==> src/rtl/mips_muldiv_if.sv <==
// Core-side bus of the multiply/divide unit: operation request, MTHI/MTLO writes, HI/LO readback.
interface mips_muldiv_if #(
  parameter int unsigned WIDTH = 32
);
  logic             start;
  logic [1:0]       op;
  logic [WIDTH-1:0] a;
  logic [WIDTH-1:0] b;
  logic             hi_we;
  logic             lo_we;
  logic [WIDTH-1:0] wdata;
  logic             busy;
  logic             done;
  logic             div_by_zero;
  logic [WIDTH-1:0] hi;
  logic [WIDTH-1:0] lo;

  // Pipeline/core side
  modport master (
    output start, op, a, b, hi_we, lo_we, wdata,
    input  busy, done, div_by_zero, hi, lo
  );

  // Multiply/divide unit side
  modport slave (
    input  start, op, a, b, hi_we, lo_we, wdata,
    output busy, done, div_by_zero, hi, lo
  );
endinterface

==> src/rtl/mips_muldiv.sv <==
// Iterative MULT/MULTU/DIV/DIVU unit with architectural HI/LO, one result bit per cycle.
module mips_muldiv #(
  parameter int unsigned WIDTH = 32
) (
  input logic          clk,
  input logic          rst_b,
  mips_muldiv_if.slave bus
);
  localparam int unsigned CNT_W = $clog2(WIDTH + 1);
  localparam int unsigned DW    = 2 * WIDTH;

  typedef enum logic [1:0] {IDLE, PREP, CALC, FIX} state_t;

  state_t           state, state_nxt;
  logic [1:0]       op_q;
  logic [WIDTH-1:0] a_q;      // raw dividend, kept for the divide-by-zero result
  logic [WIDTH-1:0] b_q;      // raw operand, replaced by its magnitude in PREP
  logic [DW-1:0]    acc;      // {upper, lower}: product or {remainder, quotient}
  logic [CNT_W-1:0] cnt;
  logic             q_neg;    // product / quotient sign
  logic             r_neg;    // remainder sign
  logic             dbz_q;

  logic             is_div, is_signed, b_zero;
  logic [WIDTH-1:0] a_mag, b_mag;
  logic [WIDTH:0]   mul_sum, rem_sh, div_diff;
  logic             div_ge;
  logic [DW-1:0]    prod_fix;
  logic [WIDTH-1:0] quot_fix, rem_fix;

  assign is_div    = op_q[1];
  assign is_signed = ~op_q[0];
  assign b_zero    = (b_q == '0);

  // Operand magnitudes, one shift-add step, one restoring-divide step, and sign fix-up
  always_comb begin
    a_mag    = (is_signed && a_q[WIDTH-1]) ? -a_q : a_q;
    b_mag    = (is_signed && b_q[WIDTH-1]) ? -b_q : b_q;
    mul_sum  = {1'b0, acc[DW-1:WIDTH]} + (acc[0] ? {1'b0, b_q} : {(WIDTH+1){1'b0}});
    rem_sh   = acc[DW-1:WIDTH-1];
    div_diff = rem_sh - {1'b0, b_q};
    div_ge   = ~div_diff[WIDTH];
    prod_fix = q_neg ? -acc : acc;
    quot_fix = q_neg ? -acc[WIDTH-1:0] : acc[WIDTH-1:0];
    rem_fix  = r_neg ? -acc[DW-1:WIDTH] : acc[DW-1:WIDTH];
  end

  // State register
  always_ff @(posedge clk or negedge rst_b) begin
    if (!rst_b) state <= IDLE;
    else        state <= state_nxt;
  end

  // Next-state logic
  always_comb begin
    state_nxt = state;
    case (state)
      IDLE:    if (bus.start) state_nxt = PREP;
      PREP:    state_nxt = (is_div && b_zero) ? FIX : CALC;
      CALC:    if (cnt == CNT_W'(1)) state_nxt = FIX;
      FIX:     state_nxt = IDLE;
      default: state_nxt = IDLE;
    endcase
  end

  // Datapath, HI/LO and status registers
  always_ff @(posedge clk or negedge rst_b) begin
    if (!rst_b) begin
      op_q            <= '0;
      a_q             <= '0;
      b_q             <= '0;
      acc             <= '0;
      cnt             <= '0;
      q_neg           <= 1'b0;
      r_neg           <= 1'b0;
      dbz_q           <= 1'b0;
      bus.hi          <= '0;
      bus.lo          <= '0;
      bus.busy        <= 1'b0;
      bus.done        <= 1'b0;
      bus.div_by_zero <= 1'b0;
    end else begin
      bus.busy        <= (state_nxt != IDLE);
      bus.done        <= (state == FIX);
      bus.div_by_zero <= dbz_q;
      case (state)
        IDLE: begin
          if (bus.start) begin
            op_q  <= bus.op;
            a_q   <= bus.a;
            b_q   <= bus.b;
            dbz_q <= 1'b0;
            bus.div_by_zero <= 1'b0;
          end else begin
            if (bus.hi_we) bus.hi <= bus.wdata;
            if (bus.lo_we) bus.lo <= bus.wdata;
          end
        end
        PREP: begin
          acc   <= {{WIDTH{1'b0}}, a_mag};
          b_q   <= b_mag;
          cnt   <= CNT_W'(WIDTH);
          q_neg <= is_signed & (a_q[WIDTH-1] ^ b_q[WIDTH-1]);
          r_neg <= is_signed & a_q[WIDTH-1];
          if (is_div && b_zero) begin
            dbz_q           <= 1'b1;
            bus.div_by_zero <= 1'b1;
          end
        end
        CALC: begin
          cnt <= cnt - CNT_W'(1);
          if (is_div)
            acc <= {(div_ge ? div_diff[WIDTH-1:0] : rem_sh[WIDTH-1:0]), acc[WIDTH-2:0], div_ge};
          else
            acc <= {mul_sum, acc[WIDTH-1:1]};
        end
        FIX: begin
          if (!is_div) begin
            bus.hi <= prod_fix[DW-1:WIDTH];
            bus.lo <= prod_fix[WIDTH-1:0];
          end else if (dbz_q) begin
            bus.hi <= a_q;
            bus.lo <= '1;
          end else begin
            bus.hi <= rem_fix;
            bus.lo <= quot_fix;
          end
        end
        default: ;
      endcase
    end
  end
endmodule

==> src/flat_wrapper.sv <==
// flat-port wrapper written by rule: the top's interface ports become plain ports
module mips_muldiv_flat 
#(
  parameter int unsigned WIDTH = 32
)
  (clk, rst_b, bus_start, bus_op, bus_a, bus_b, bus_hi_we, bus_lo_we, bus_wdata, bus_busy, bus_done, bus_div_by_zero, bus_hi, bus_lo);
  mips_muldiv_if #(.WIDTH(WIDTH)) bus_i ();
  input logic clk;
  input logic rst_b;
  input wire logic [$bits(bus_i.start)-1:0] bus_start;
  input wire logic [$bits(bus_i.op)-1:0] bus_op;
  input wire logic [$bits(bus_i.a)-1:0] bus_a;
  input wire logic [$bits(bus_i.b)-1:0] bus_b;
  input wire logic [$bits(bus_i.hi_we)-1:0] bus_hi_we;
  input wire logic [$bits(bus_i.lo_we)-1:0] bus_lo_we;
  input wire logic [$bits(bus_i.wdata)-1:0] bus_wdata;
  output wire logic [$bits(bus_i.busy)-1:0] bus_busy;
  output wire logic [$bits(bus_i.done)-1:0] bus_done;
  output wire logic [$bits(bus_i.div_by_zero)-1:0] bus_div_by_zero;
  output wire logic [$bits(bus_i.hi)-1:0] bus_hi;
  output wire logic [$bits(bus_i.lo)-1:0] bus_lo;
  assign bus_i.start = bus_start;
  assign bus_i.op = bus_op;
  assign bus_i.a = bus_a;
  assign bus_i.b = bus_b;
  assign bus_i.hi_we = bus_hi_we;
  assign bus_i.lo_we = bus_lo_we;
  assign bus_i.wdata = bus_wdata;
  assign bus_busy = bus_i.busy;
  assign bus_done = bus_i.done;
  assign bus_div_by_zero = bus_i.div_by_zero;
  assign bus_hi = bus_i.hi;
  assign bus_lo = bus_i.lo;
  mips_muldiv #(.WIDTH(WIDTH)) u_core (.clk(clk), .rst_b(rst_b), .bus(bus_i));
endmodule
==> config.mk <==
export PLATFORM = sky130hd
export DESIGN_NAME = mips_muldiv_flat
export DESIGN_NICKNAME = d
export VERILOG_FILES = /design/src/rtl/mips_muldiv_if.sv /design/src/rtl/mips_muldiv.sv /design/src/flat_wrapper.sv
export SDC_FILE = /design/constraint.sdc
export NUM_CORES = 1
export LEC_CHECK = 0
export CORE_MARGIN = 4
export CORE_UTILIZATION = 45
export CTS_CLUSTER_DIAMETER = 40
export DETAILED_ROUTE_END_ITERATION = 7
export PLACE_DENSITY = 0.65
export SLEW_MARGIN = 40
export SYNTH_ARGS = -nofsm -noshare
export SYNTH_HDL_FRONTEND = slang
export SYNTH_SLANG_ARGS = --single-unit
export TNS_END_PERCENT = 10
==> constraint.sdc <==
create_clock -name clk -period 7.95 [get_ports clk]
set_input_delay 1.59 -clock clk [delete_from_list [all_inputs] [get_ports clk]]
set_output_delay 1.59 -clock clk [all_outputs]
set_load 0.03 [all_outputs]
# After elaboration in Yosys (flattened, before gate mapping)
# Cells that the tools add are included.
dict set report word_totals {
  regBits 207
  output_inout_bits 67
  word_cells 79
  input_bits 103
}
dict set report op_classes {
  bitwise 5
  n_reduce_logical 14
  addsub 8
  n_eq_ne 10
  n_mux 29
}
# op count
set ops {}
lappend ops {{$mux 32} 15}
lappend ops {{$pmux 32 s2} 3}
lappend ops {{$mux 64} 2}
lappend ops {{$neg 32->32} 4}
lappend ops {{$pmux 64 s2} 1}
lappend ops {{$neg 64->64} 1}
lappend ops {{$add 32x33->33} 1}
lappend ops {{$sub 33x32->33} 1}
lappend ops {{$logic_not 32->1} 1}
lappend ops {{$pmux 6 s2} 1}
lappend ops {{$reduce_and 3->1} 4}
lappend ops {{$ne 2x2->1 const B} 4}
lappend ops {{$pmux 2 s4} 1}
lappend ops {{$reduce_bool 2->1} 4}
lappend ops {{$eq 6x1->1 const B} 1}
lappend ops {{$sub 6x1->6 const B} 1}
lappend ops {{$eq 2x2->1 const B} 2}
lappend ops {{$mux 2} 2}
lappend ops {{$ne 2x1->1 const B} 2}
lappend ops {{$logic_and 1x1->1} 3}
lappend ops {{$mux 1} 3}
lappend ops {{$and 1x1->1} 2}
lappend ops {{$eq 2x1->1 const B} 1}
lappend ops {{$logic_not 2->1} 1}
lappend ops {{other kinds (4)} 5}

# Longest topological paths before layout
# Gate-level depths: netlist of run 1.
dict set report logic_depth {
  ltp_word 5
  ltp_mapped 15
  mapped_depth_nobuf 14
}

# Worst setup path after synthesis of run 1
# No wires, ideal clock.
dict set report synth_path {
  path_type {register to register}
  from {register u_core.acc[32]}
  to {register u_core.acc[52]}
  stages_incl_launch_ff 15
  setup_ns 0.127
  arrival_ns 3.343
  period_less_slack_ns 3.470
  slack_ns 4.480
  path_cell_list {dfrtp_1 inv_1 fa_1 nand2b_1 a21oi_1 o21ai_1 o221a_2 nor4_1 or3_1 clkbuf_1 and2_1 clkbuf_1 buf_2 o221ai_1 or2_2}
}
dict set report synth_between {
  elab_chain_cells 4
}
# element line_no
set synth_lines {}
lappend synth_lines {{from (decl)} mips_muldiv.sv:18} ;# logic [DW-1:0] acc;
lappend synth_lines {{from (signal assigned)} mips_muldiv.sv:100} ;# acc <= {{WIDTH{1'b0}}, a_mag};
lappend synth_lines {{from (signal assigned)} mips_muldiv.sv:113} ;# acc <= {(div_ge ? div_diff[WIDTH-1:0] : rem_sh[WIDTH-1:0]), acc[WIDTH-2:0], div_ge};
lappend synth_lines {{from (signal assigned)} mips_muldiv.sv:115} ;# acc <= {mul_sum, acc[WIDTH-1:1]};
lappend synth_lines {{$sub 33x32->33} mips_muldiv.sv:41} ;# div_diff = rem_sh - {1'b0, b_q};
lappend synth_lines {{$mux 32} mips_muldiv.sv:113}
lappend synth_lines {{$mux 64 (*)} mips_muldiv.sv:112} ;# if (is_div)
lappend synth_lines {{$pmux 64 s2 (*)} mips_muldiv.sv:86} ;# case (state)
# Every way passes the cells marked *; elsewhere a longest branch is shown, timed or not.
# A chain may end at the register's enable or synchronous reset.

# Final worst setup path of run 1
dict set report layout_path {
  from {register u_core.acc[32]}
  to {register u_core.acc[56]}
}
# Same word-level chain as after synthesis.

==> results of run 1 <==
## cell usage after synthesis (41+ instances only)
cell type,number
a21oi_1,197
clkbuf_1,132
dfrtp_1,207
ha_1,75
inv_1,103
mux2i_1,49
nand2_1,224
nand3_1,53
nor2_1,136
o211ai_1,63
o21ai_0,206
o22ai_1,53
xnor2_1,124
xor2_1,41
## area by class of cell
type                       instances  share of cell area (%)
clock inverter                    21                   1.439
sequential                       207                   25.37
multi-input combinational       1690                   53.77
timing repair buffer             189                   9.085
tap                              511                   3.128
clock buffer                      49                   5.301
inverter                         104                   1.910
## how the worst max path moves through the flow
stage / to / slack (ps) / startpoint / depth (start not counted)
after detailed placement: u_core.bus.hi[18] / 3600 / bus_start / 7
final: u_core.acc[56] / 3650 / u_core.acc[32] / 12
after global placement: u_core.bus.hi[18] / 3620 / bus_start / 7
after global routing: u_core.acc[34] / 3380 / u_core.acc[32] / 12
after floorplan: u_core.acc[52] / 4480 / u_core.acc[32] / 14
after CTS: u_core.acc[56] / 3710 / u_core.acc[32] / 12
## per-stage QoR
| stage | util (%) | instances | cell area, um2 |
|---|---|---|---|
| after floorplan | - | 2153 | 17100 |
| after global routing | 54.39 | 2771 | 20440 |
| final | 54.39 | 2771 | 20440 |
| after detailed placement | 50.66 | 2701 | 19040 |
| after global placement | 50.65 | 2701 | 19030 |
| after CTS | 54.33 | 2771 | 20420 |
## critical path, stage by stage (launching register included)
cell and delay [ps]:
dfrtp_1 550, inv_1 220, fa_1 470, nand2b_1 200, a21oi_1 180, o21ai_1 170
o221a_2 340, nor4_1 320, or3_1 580, and2_1 210, buf_4 420, a311oi_1 190
a32o_1 300
## state kept, by name, summed over array words and instances (netlist names), 2 cells and up
register / count
u_core.acc: 64
u_core.b_q: 32
u_core.cnt: 6
u_core.state: 2
u_core.op_q: 2
u_core.bus.hi: 32
u_core.bus.lo: 32
u_core.a_q: 32
## metal layers
layer | vias to the layer above | global-route usage [%]
met5 | - | 0
met4 | 0 | 7.468
met3 | 106 | 7.028
met2 | 812 | 43.49
met1 | 8438 | 43.34
li1 | 8001 | -
## power by group through the flow
stage	sequential, W	clock (W)	combinational, W
2_1_floorplan	0.00230	0	0.00451
3_3_place_gp	0.00241	0	0.00643
3_5_place_dp	0.00243	0	0.00650
4_1_cts	0.00241	0.00177	0.00654
5_1_grt	0.00251	0.00183	0.00728
6_report	0.00245	0.00176	0.00667
## kinds of logic (layout without fill, tap and decap cells)
logic type,Yosys count,in the layout,synth area share [%]
compound gates,726,726,26.48
xor+xnor,165,165,8.452
fa+ha+maj,77,77,5.723
buf+inv,256,363,5.759
flops,207,207,30.30
mux,85,85,5.240
simple gates,637,637,18.05
==> results.py, run 1 <==
metrics = {
    "outcome": {
        "status": "completed",
    },
    "sta": {
        "fin_tns_setup_ps": 0,
        "worst_slack_ps": 3653,
        "finalMaxSlewViolations": 0,
        "worst_hold_slack_ps": 481.3,
        "finalHoldViolCount": 0,
        "fin_skew_ps": 26.73,
        "setup_viol": 0,
        "worst_pin_slew_ps": 936.0,
        "timing.fmax_mhz": 232.7,
        "rsz0062_at_grt": "false",
        "post-route-period-util_pct": 54.05,
        "period_minus_slack_ps": 4297,
        "maxSlewHeadroom_pct": 37.47,
    },
    "pwr": {
        "p_leak_nw": 8.541,
        "ir_worst_vdd_v": 0.0004924,
        "internal_power_w": 0.005180,
        "clockPowerShare_pct": 16.2,
        "seq_power_share_pct": 22.5,
        "sw_frac_of_total_pct": 52.40,
        "power.density_nw_per_um2": 532.5,
        "switchingPower_w": 0.005704,
        "p_comb_share_pct": 61.3,
        "power.total_w": 0.01088,
    },
    "route": {
        "avgRoutedWirePerCell_um": 22.67,
        "drt_iter0_markers": 1958,
        "drc": 0,
        "avgViaCountPerCell": 6.264,
        "dr.pass1.iters": 6,
        "finalWirelength_um": 62810,
        "dr_wl_met2_um": 26780,
        "vias": 17360,
        "drt.antenna.violating_nets": 0,
        "wl_met1_um": 28420,
        "routed.top_layer": "met4",
        "wl_met3_um": 6154,
    },
    "cts": {
        "cts_max_level": 2,
        "cts_sinks": 207,
        "clkLatencyLatePin_ps": 570,
        "numCtsBuffers": 38,
        "ctsHoldBuffers": 0,
        "clkTransAtPathRegs_ps": 50,
        "cts_buffer_depth": 3,
        "cts_tree": "built",
        "root_buffer": "clkbuf_16",
        "ctsResizeCount": 0,
        "cts_setup_buffers": 0,
    },
    "die": {
        "ios": 170,
        "die_h_um": 202.9,
        "die_w_um": 202.9,
        "dieArea_um2": 41180,
        "start_util_pct": 45.50,
        "core_region_area_um2": 37580,
        "rows": 71,
    },
    "yosys": {
        "synthTopCellsByArea": "dfrtp_1 30%, xnor2_1 6.4%, o21ai_0 6.0%, a21oi_1 5.8%, ha_1 5.5%",
        "yosysWarnings": 0,
        "yosysTopAreaCellShare_pct": 30.30,
        "avgSynthCellArea_um2": 7.941,
        "synth_ff_type": "dfrtp_1",
        "ys_ff_latch": 207,
        "synth_edf_count": 0,
        "synth_nets": 2333,
        "yosysSeqAreaShare_pct": 30.30,
        "synth-async-reset-ratio_pct": 100.0,
        "synth_area_um2": 17100,
        "yosysTopAreaCell": "dfrtp_1",
        "synth_cells": 2153,
        "yosys.cell_types.count": 82,
    },
    "critical_path": {
        "cp.required_ps": 8380,
        "r2r-start": "u_core.acc[32]",
        "end_kind": "register",
        "critical_path_class": "reg2reg",
        "crit_path_start_kind": "register",
        "cp_data_arrival_time_ps": 4720,
        "worst-r2r-cell-count": 12,
        "worst-path-max-fanout": 33,
        "r2r-end": "u_core.acc[56]",
        "r2r_slack_ps": 3650,
    },
    "cells_and_area": {
        "multi_input_area_um2": 10990,
        "drive_above_1_share_pct": 7.212,
        "final_nets": 2410,
        "final_common_cell": "nand2_1",
        "layout_common_cells": "223 x nand2_1, 205 x o21ai_0, 205 x dfrtp_1",
        "antenna_cells": 0,
        "syn2layout_area_growth_pct": 19.54,
        "n_fill_cell": 3523,
        "seqCellArea_um2": 5185,
    },
    "place": {
        "gp_congestion": 0.9407,
        "dpl.hpwl_um": 47160,
        "port_buffers": 169,
        "place_ws_ps": 3597,
    },
    "global_routing": {
        "grt_pass1_wl_um": 96460,
        "grt_max_degree": 89,
        "grtUsageTotal_pct": 29.41,
        "grt_pass1_vias": 16410,
        "antenna_found_initial": 0,
        "gr-total-overflow": 0,
    },
    "worst_hold_path": {
        "min_path_type": "reg2reg",
        "worstHoldEndpoint": "u_core.bus.lo[31]",
        "min_path_cells": 2,
        "min-delay-start": "u_core.bus.lo[31]",
    },
    "job": {
        "max_cap_violations": 0,
    },
}
(Power assumes the default switching activity.)
==> run 2, diff against run 1 <==
--- a/config.mk
+++ b/config.mk
@@ -9,7 +9,7 @@
 export CORE_UTILIZATION = 45
 export CTS_CLUSTER_DIAMETER = 40
 export DETAILED_ROUTE_END_ITERATION = 7
-export PLACE_DENSITY = 0.65
+export PLACE_DENSITY = 0.68
 export SLEW_MARGIN = 40
 export SYNTH_ARGS = -nofsm -noshare
 export SYNTH_HDL_FRONTEND = slang
==> constraint.sdc (replaced) <==
create_clock -name clk -period 3.73 [get_ports clk]
set_input_delay 0.746 -clock clk [delete_from_list [all_inputs] [get_ports clk]]
set_output_delay 0.746 -clock clk [all_outputs]
set_load 0.03 [all_outputs]
==> run 2 against run 1 <==
- critical path depth grew 2
- combinational power grew 130%
- critical endpoint is now u_core.acc[62]
- via count grew 2.2%
- global-route usage grew 0.61 points
- routed wire length grew 1.6%
- largest cell class unchanged
- register-to-register slack lost 3600 ps
- final cell count grew 3.0%
==> results.py, run 2 (synthesis results as in run 1) <==
metrics = {
    "outcome": {
        "status": "completed",
    },
    "cells_and_area": {
        "final_nets": 2492,
        "drive_above_1_share_pct": 10.81,
        "layout_common_cells": "223 x nand2_1, 205 x dfrtp_1, 201 x o21ai_0",
        "multi_input_area_um2": 11020,
        "syn2layout_area_growth_pct": 23.10,
        "n_fill_cell": 3471,
        "largest-register": "u_core.acc",
        "design_area_um2": 21050,
        "final_common_cell": "nand2_1",
        "largest_reg_flops": 64,
        "seqCellArea_um2": 5185,
    },
    "global_routing": {
        "grt_max_degree": 80,
        "antenna_found_initial": 0,
        "grt_pass1_wl_um": 97990,
        "grt_pass1_vias": 16740,
        "grtUsageTotal_pct": 30.02,
        "gr-total-overflow": 0,
    },
    "route": {
        "avgViaCountPerCell": 6.220,
        "drt.antenna.violating_nets": 0,
        "drt_iter0_markers": 1865,
        "vias": 17750,
        "drc": 0,
        "finalWirelength_um": 63840,
        "dr.pass1.iters": 5,
        "avgRoutedWirePerCell_um": 22.38,
    },
    "die": {
        "core_region_area_um2": 37580,
        "rows": 71,
        "die_h_um": 202.9,
        "die_w_um": 202.9,
        "start_util_pct": 45.50,
        "ios": 170,
        "dieArea_um2": 41180,
    },
    "cts": {
        "root_buffer": "clkbuf_16",
        "numCtsBuffers": 38,
        "clkTransAtPathRegs_ps": 60,
        "ctsHoldBuffers": 0,
        "cts_max_level": 2,
        "cts_setup_buffers": 0,
        "clkLatencyLatePin_ps": 560,
        "cts_buffer_depth": 3,
        "cts_tree": "built",
        "cts_sinks": 207,
    },
    "sta": {
        "timing.fmax_mhz": 273.4,
        "post-route-period-util_pct": 98.07,
        "setup_viol": 0,
        "fin_tns_setup_ps": 0,
        "rsz0062_at_grt": "true",
        "finalMaxSlewViolations": 0,
        "fin_skew_ps": 19.42,
        "maxSlewHeadroom_pct": 40.95,
        "finalHoldViolCount": 0,
        "period_minus_slack_ps": 3658,
        "worst_pin_slew_ps": 876.4,
    },
    "critical_path": {
        "cp_cell_sequence": "inv_1, buf_4, buf_12, nor2_1, ha_1, a21oi_1, o21ai_0, a32oi_1, a31oi_1, a31oi_1, o21ai_0, a21oi_1, xor2_1, o221ai_1",
        "worst-r2r-cell-count": 14,
        "r2r-end": "u_core.acc[62]",
        "crit_slowest_cell": "a31oi_1",
        "crit_path_start_kind": "register",
        "cp.required_ps": 4120,
        "cp_data_arrival_time_ps": 4050,
        "r2r-start": "u_core.acc[0]",
        "critical_path_class": "reg2reg",
        "r2r_slack_ps": 70,
        "max_stage_delay_ps": 430,
        "worst-path-max-fanout": 23,
        "end_kind": "register",
    },
    "place": {
        "gp_congestion": 1.009,
        "dpl_cell_area_um2": 19720,
        "dpl.hpwl_um": 48810,
        "port_buffers": 169,
    },
    "worst_hold_path": {
        "min_path_type": "in2async",
    },
    "job": {
        "max_cap_violations": 0,
    },
    "pwr": {
        "p_leak_nw": 8.919,
        "power.total_w": 0.02343,
        "ir_worst_vdd_v": 0.0008064,
        "power.density_nw_per_um2": 1113,
    },
}
## run 2: worst max path at each step
stage / startpoint / to
3_3_place_gp: u_core.b_q[1] / u_core.acc[61]
3_5_place_dp: u_core.b_q[1] / u_core.acc[61]
4_1_cts: u_core.b_q[1] / u_core.acc[61]
6_report: u_core.acc[0] / u_core.acc[62]
5_1_grt: u_core.acc[0] / u_core.acc[62]
2_1_floorplan: u_core.acc[32] / u_core.acc[52]
## run 2: where the power goes
group	total, W	leakage, nW	internal [W]	switching, W
Clock	0.00350	0.610	0.00219	0.00130
Combinational	0.0151	5.77	0.00580	0.00926
Sequential	0.00488	2.54	0.00335	0.00153
## run 2: repair_timing
| action | 4_1_cts | 5_1_grt |
|---|---|---|
| gates resized for setup | 2 | 13 |
| setup endpoints to repair | 4 | 22 |
| pin swaps | 0 | 1 |
## run 2: cell type report
| type | count | area share (%) |
|---|---|---|
| antenna | 1 | 0.01189 |
| clock buffer | 42 | 4.637 |
| clock inverter | 27 | 1.439 |
| inverter | 104 | 1.855 |
| multi-input combinational | 1690 | 52.36 |
| sequential | 207 | 24.64 |
| tap | 511 | 3.038 |
| timing repair buffer | 271 | 12.03 |
## run 2: through the flow
stage | util, % | instances | setup slack (ps) | hold slack (ps)
2_1_floorplan | - | 2153 | 260.0 | 441.5
3_3_place_gp | 52.44 | 2782 | -78.68 | 459.1
6_report | 56.01 | 2853 | 72.14 | 247.6
5_1_grt | 56.00 | 2852 | -79.05 | 284.1
4_1_cts | 55.90 | 2852 | 42.61 | 265.2
3_5_place_dp | 52.48 | 2783 | -35.10 | 469.1
## run 2: per-layer routing
| metal | up-vias | track usage [%] | wire, um |
|---|---|---|---|
| li1 | 8172 | - | - |
| met1 | 8584 | 43.38 | 27820 |
| met2 | 874 | 45.15 | 27680 |
| met3 | 115 | 7.028 | 6521 |
| met4 | 0 | 8.414 | 1816 |
| met5 | - | 0 | 0 |
## run 2: worst max-delay path, delay by kind of cell, from the launching register on
family | cells | cell delay (ps)
AOI/OAI and AO/OA | 8 | 1870
buffers and inverters | 3 | 600
DFF | 1 | 410
adders and majority gates | 1 | 360
xor gates and xnor gates | 1 | 180
and+or+nand+nor | 1 | 60
==> run 3, diff against run 2 <==
==> constraint.sdc (replaced) <==
create_clock -name clk -period 3.73 [get_ports clk]
set_input_delay 0.373 -clock clk [delete_from_list [all_inputs] [get_ports clk]]
set_output_delay 0.373 -clock clk [all_outputs]
set_load 0.03 [all_outputs]
==> run 3 against run 2 <==
- first-iteration DRC count down 8.2%
- critical path type unchanged
- cell area grew 0.48%
- total power up 1.2%
- final cell count shrank 0.28%
==> results.py, run 3 (synthesis results as in run 1) <==
metrics = {
    "outcome": {
        "status": "completed",
    },
    "sta": {
        "setup_viol": 0,
        "fin_skew_ps": 25.18,
        "finalHoldViolCount": 0,
        "maxSlewHeadroom_pct": 46.22,
        "rsz0062_at_grt": "false",
        "worst_pin_slew_ps": 806.7,
        "period_minus_slack_ps": 3603,
        "timing.fmax_mhz": 277.6,
        "fin_tns_setup_ps": 0,
        "finalMaxSlewViolations": 0,
        "post-route-period-util_pct": 96.59,
    },
    "global_routing": {
        "gr-total-overflow": 0,
        "grtUsageTotal_pct": 29.48,
        "grt_pass1_wl_um": 96680,
        "grt_max_degree": 113,
        "antenna_found_initial": 0,
        "grt_pass1_vias": 16650,
    },
    "critical_path": {
        "crit_path_start_kind": "register",
        "worst-r2r-cell-count": 12,
        "end_kind": "register",
        "cp.required_ps": 4210,
        "crit_slowest_cell": "or3_1",
        "worst-path-max-fanout": 33,
        "max_stage_delay_ps": 440,
        "cp_cell_sequence": "inv_1, ha_1, a21o_1, a21oi_1, o22a_1, o31a_1, o21ai_0, or3_1, and2_1, buf_12, a311oi_1, a32o_1",
        "critical_path_class": "reg2reg",
        "cp_data_arrival_time_ps": 4080,
    },
    "die": {
        "start_util_pct": 45.50,
        "core_region_area_um2": 37580,
        "ios": 170,
        "dieArea_um2": 41180,
        "die_h_um": 202.9,
        "rows": 71,
        "die_w_um": 202.9,
    },
    "route": {
        "drt_iter0_markers": 1713,
        "drt.antenna.violating_nets": 0,
        "avgViaCountPerCell": 6.255,
        "vias": 17800,
        "dr.pass1.iters": 7,
        "drc": 0,
        "finalWirelength_um": 62860,
        "avgRoutedWirePerCell_um": 22.10,
    },
    "cts": {
        "root_buffer": "clkbuf_16",
        "cts_sinks": 207,
        "cts_max_level": 2,
        "cts_setup_buffers": 0,
        "clkTransAtPathRegs_ps": 60,
        "numCtsBuffers": 41,
        "cts_tree": "built",
        "cts_buffer_depth": 3,
        "clkLatencyLatePin_ps": 560,
    },
    "cells_and_area": {
        "final_nets": 2483,
        "final_common_cell": "nand2_1",
        "largest-register": "u_core.acc",
        "syn2layout_area_growth_pct": 23.69,
        "antenna_cells": 0,
        "largest_reg_flops": 64,
        "final_util_pct": 56.28,
        "drive_above_1_share_pct": 10.50,
        "n_fill_cell": 3414,
        "layout_common_cells": "223 x nand2_1, 204 x dfrtp_1, 203 x o21ai_0",
    },
    "pwr": {
        "p_leak_nw": 8.941,
        "power.density_nw_per_um2": 1121,
        "ir_worst_vdd_v": 0.0007159,
    },
    "place": {
        "port_buffers": 169,
        "gp_congestion": 1.003,
        "dpl.hpwl_um": 48230,
    },
    "job": {
        "max_cap_violations": 0,
    },
    "worst_hold_path": {
        "min_path_type": "in2async",
    },
}
run 3: changes by cell type in the layout (fill, tap and decap cells not counted), sizes merged:
cell         change
clkinv           -6
dlygate4sd3      +1
clkinvlp         +2
bufinv           +2
diode            -1
buf             -13
clkbuf           +4
inv              +3
run 3: cell type report:
class	count	area (um2)	share of cell area (%)
clock buffer	46	1075	5.082
timing repair buffer	259	2475	11.70
tap	511	639.4	3.023
multi-input combinational	1690	11030	52.14
inverter	104	390.4	1.846
clock inverter	28	356.6	1.686
sequential	207	5186	24.52
run 3: worst paths after layout:
kind                              startpoint                 to  slack (ps)
hold reg to reg            u_core.bus.lo[22]  u_core.bus.lo[22]         480
min in group clk                   bus_a[18]     u_core.a_q[18]         430
max in group asynchronous              rst_b     u_core.b_q[25]        2500
setup reg to reg              u_core.b_q[20]     u_core.acc[56]         130
hold / removal                         rst_b   u_core.bus.lo[7]         400
setup / recovery              u_core.b_q[20]     u_core.acc[56]         130
run 3: worst max-delay path, delay by kind of cell, from the launching register on:
family | cells | cell delay (ps)
flops | 1 | 400
simple gates | 2 | 650
fa+ha+maj | 1 | 400
compound gates | 7 | 1750
buf+inv | 2 | 310
run 3: through the flow:
stage                     instances  setup WS [ps]  power (W)  instance area [um2]  hold WS [ps]
final                          2845          127.3    0.02370                21150         403.1
after global routing           2845          10.42    0.02523                21150         422.2
after CTS                      2845          17.04    0.02338                21100         407.6
after detailed placement       2770          12.24    0.01943                19660         408.0
after global placement         2768          51.64    0.01912                19600         462.2
after floorplan                2153          260.0    0.01452                17100         77.41
run 3: report_power, final:
group          total, W  switching, W  internal, W
Sequential      0.00490       0.00155      0.00335
Combinational    0.0150       0.00918      0.00579
Clock           0.00384       0.00133      0.00251
run 3: layer usage:
metal,share of wire [%],wire (um),vias to the layer above,global-route usage (%)
li1,-,-,8152,-
met3,10,6477,139,6.421
met4,2.9,1806,0,8.487
met1,44,27760,8579,43.10
met2,43,26830,925,43.97
met5,0,0,-,0
run 3: timing repair:
action | 4_1_cts | 5_1_grt
hold buffers | 1 | 0
setup endpoints to repair | 0 | 20
resized for setup | 0 | 14
hold endpoints to repair | 109 | 0
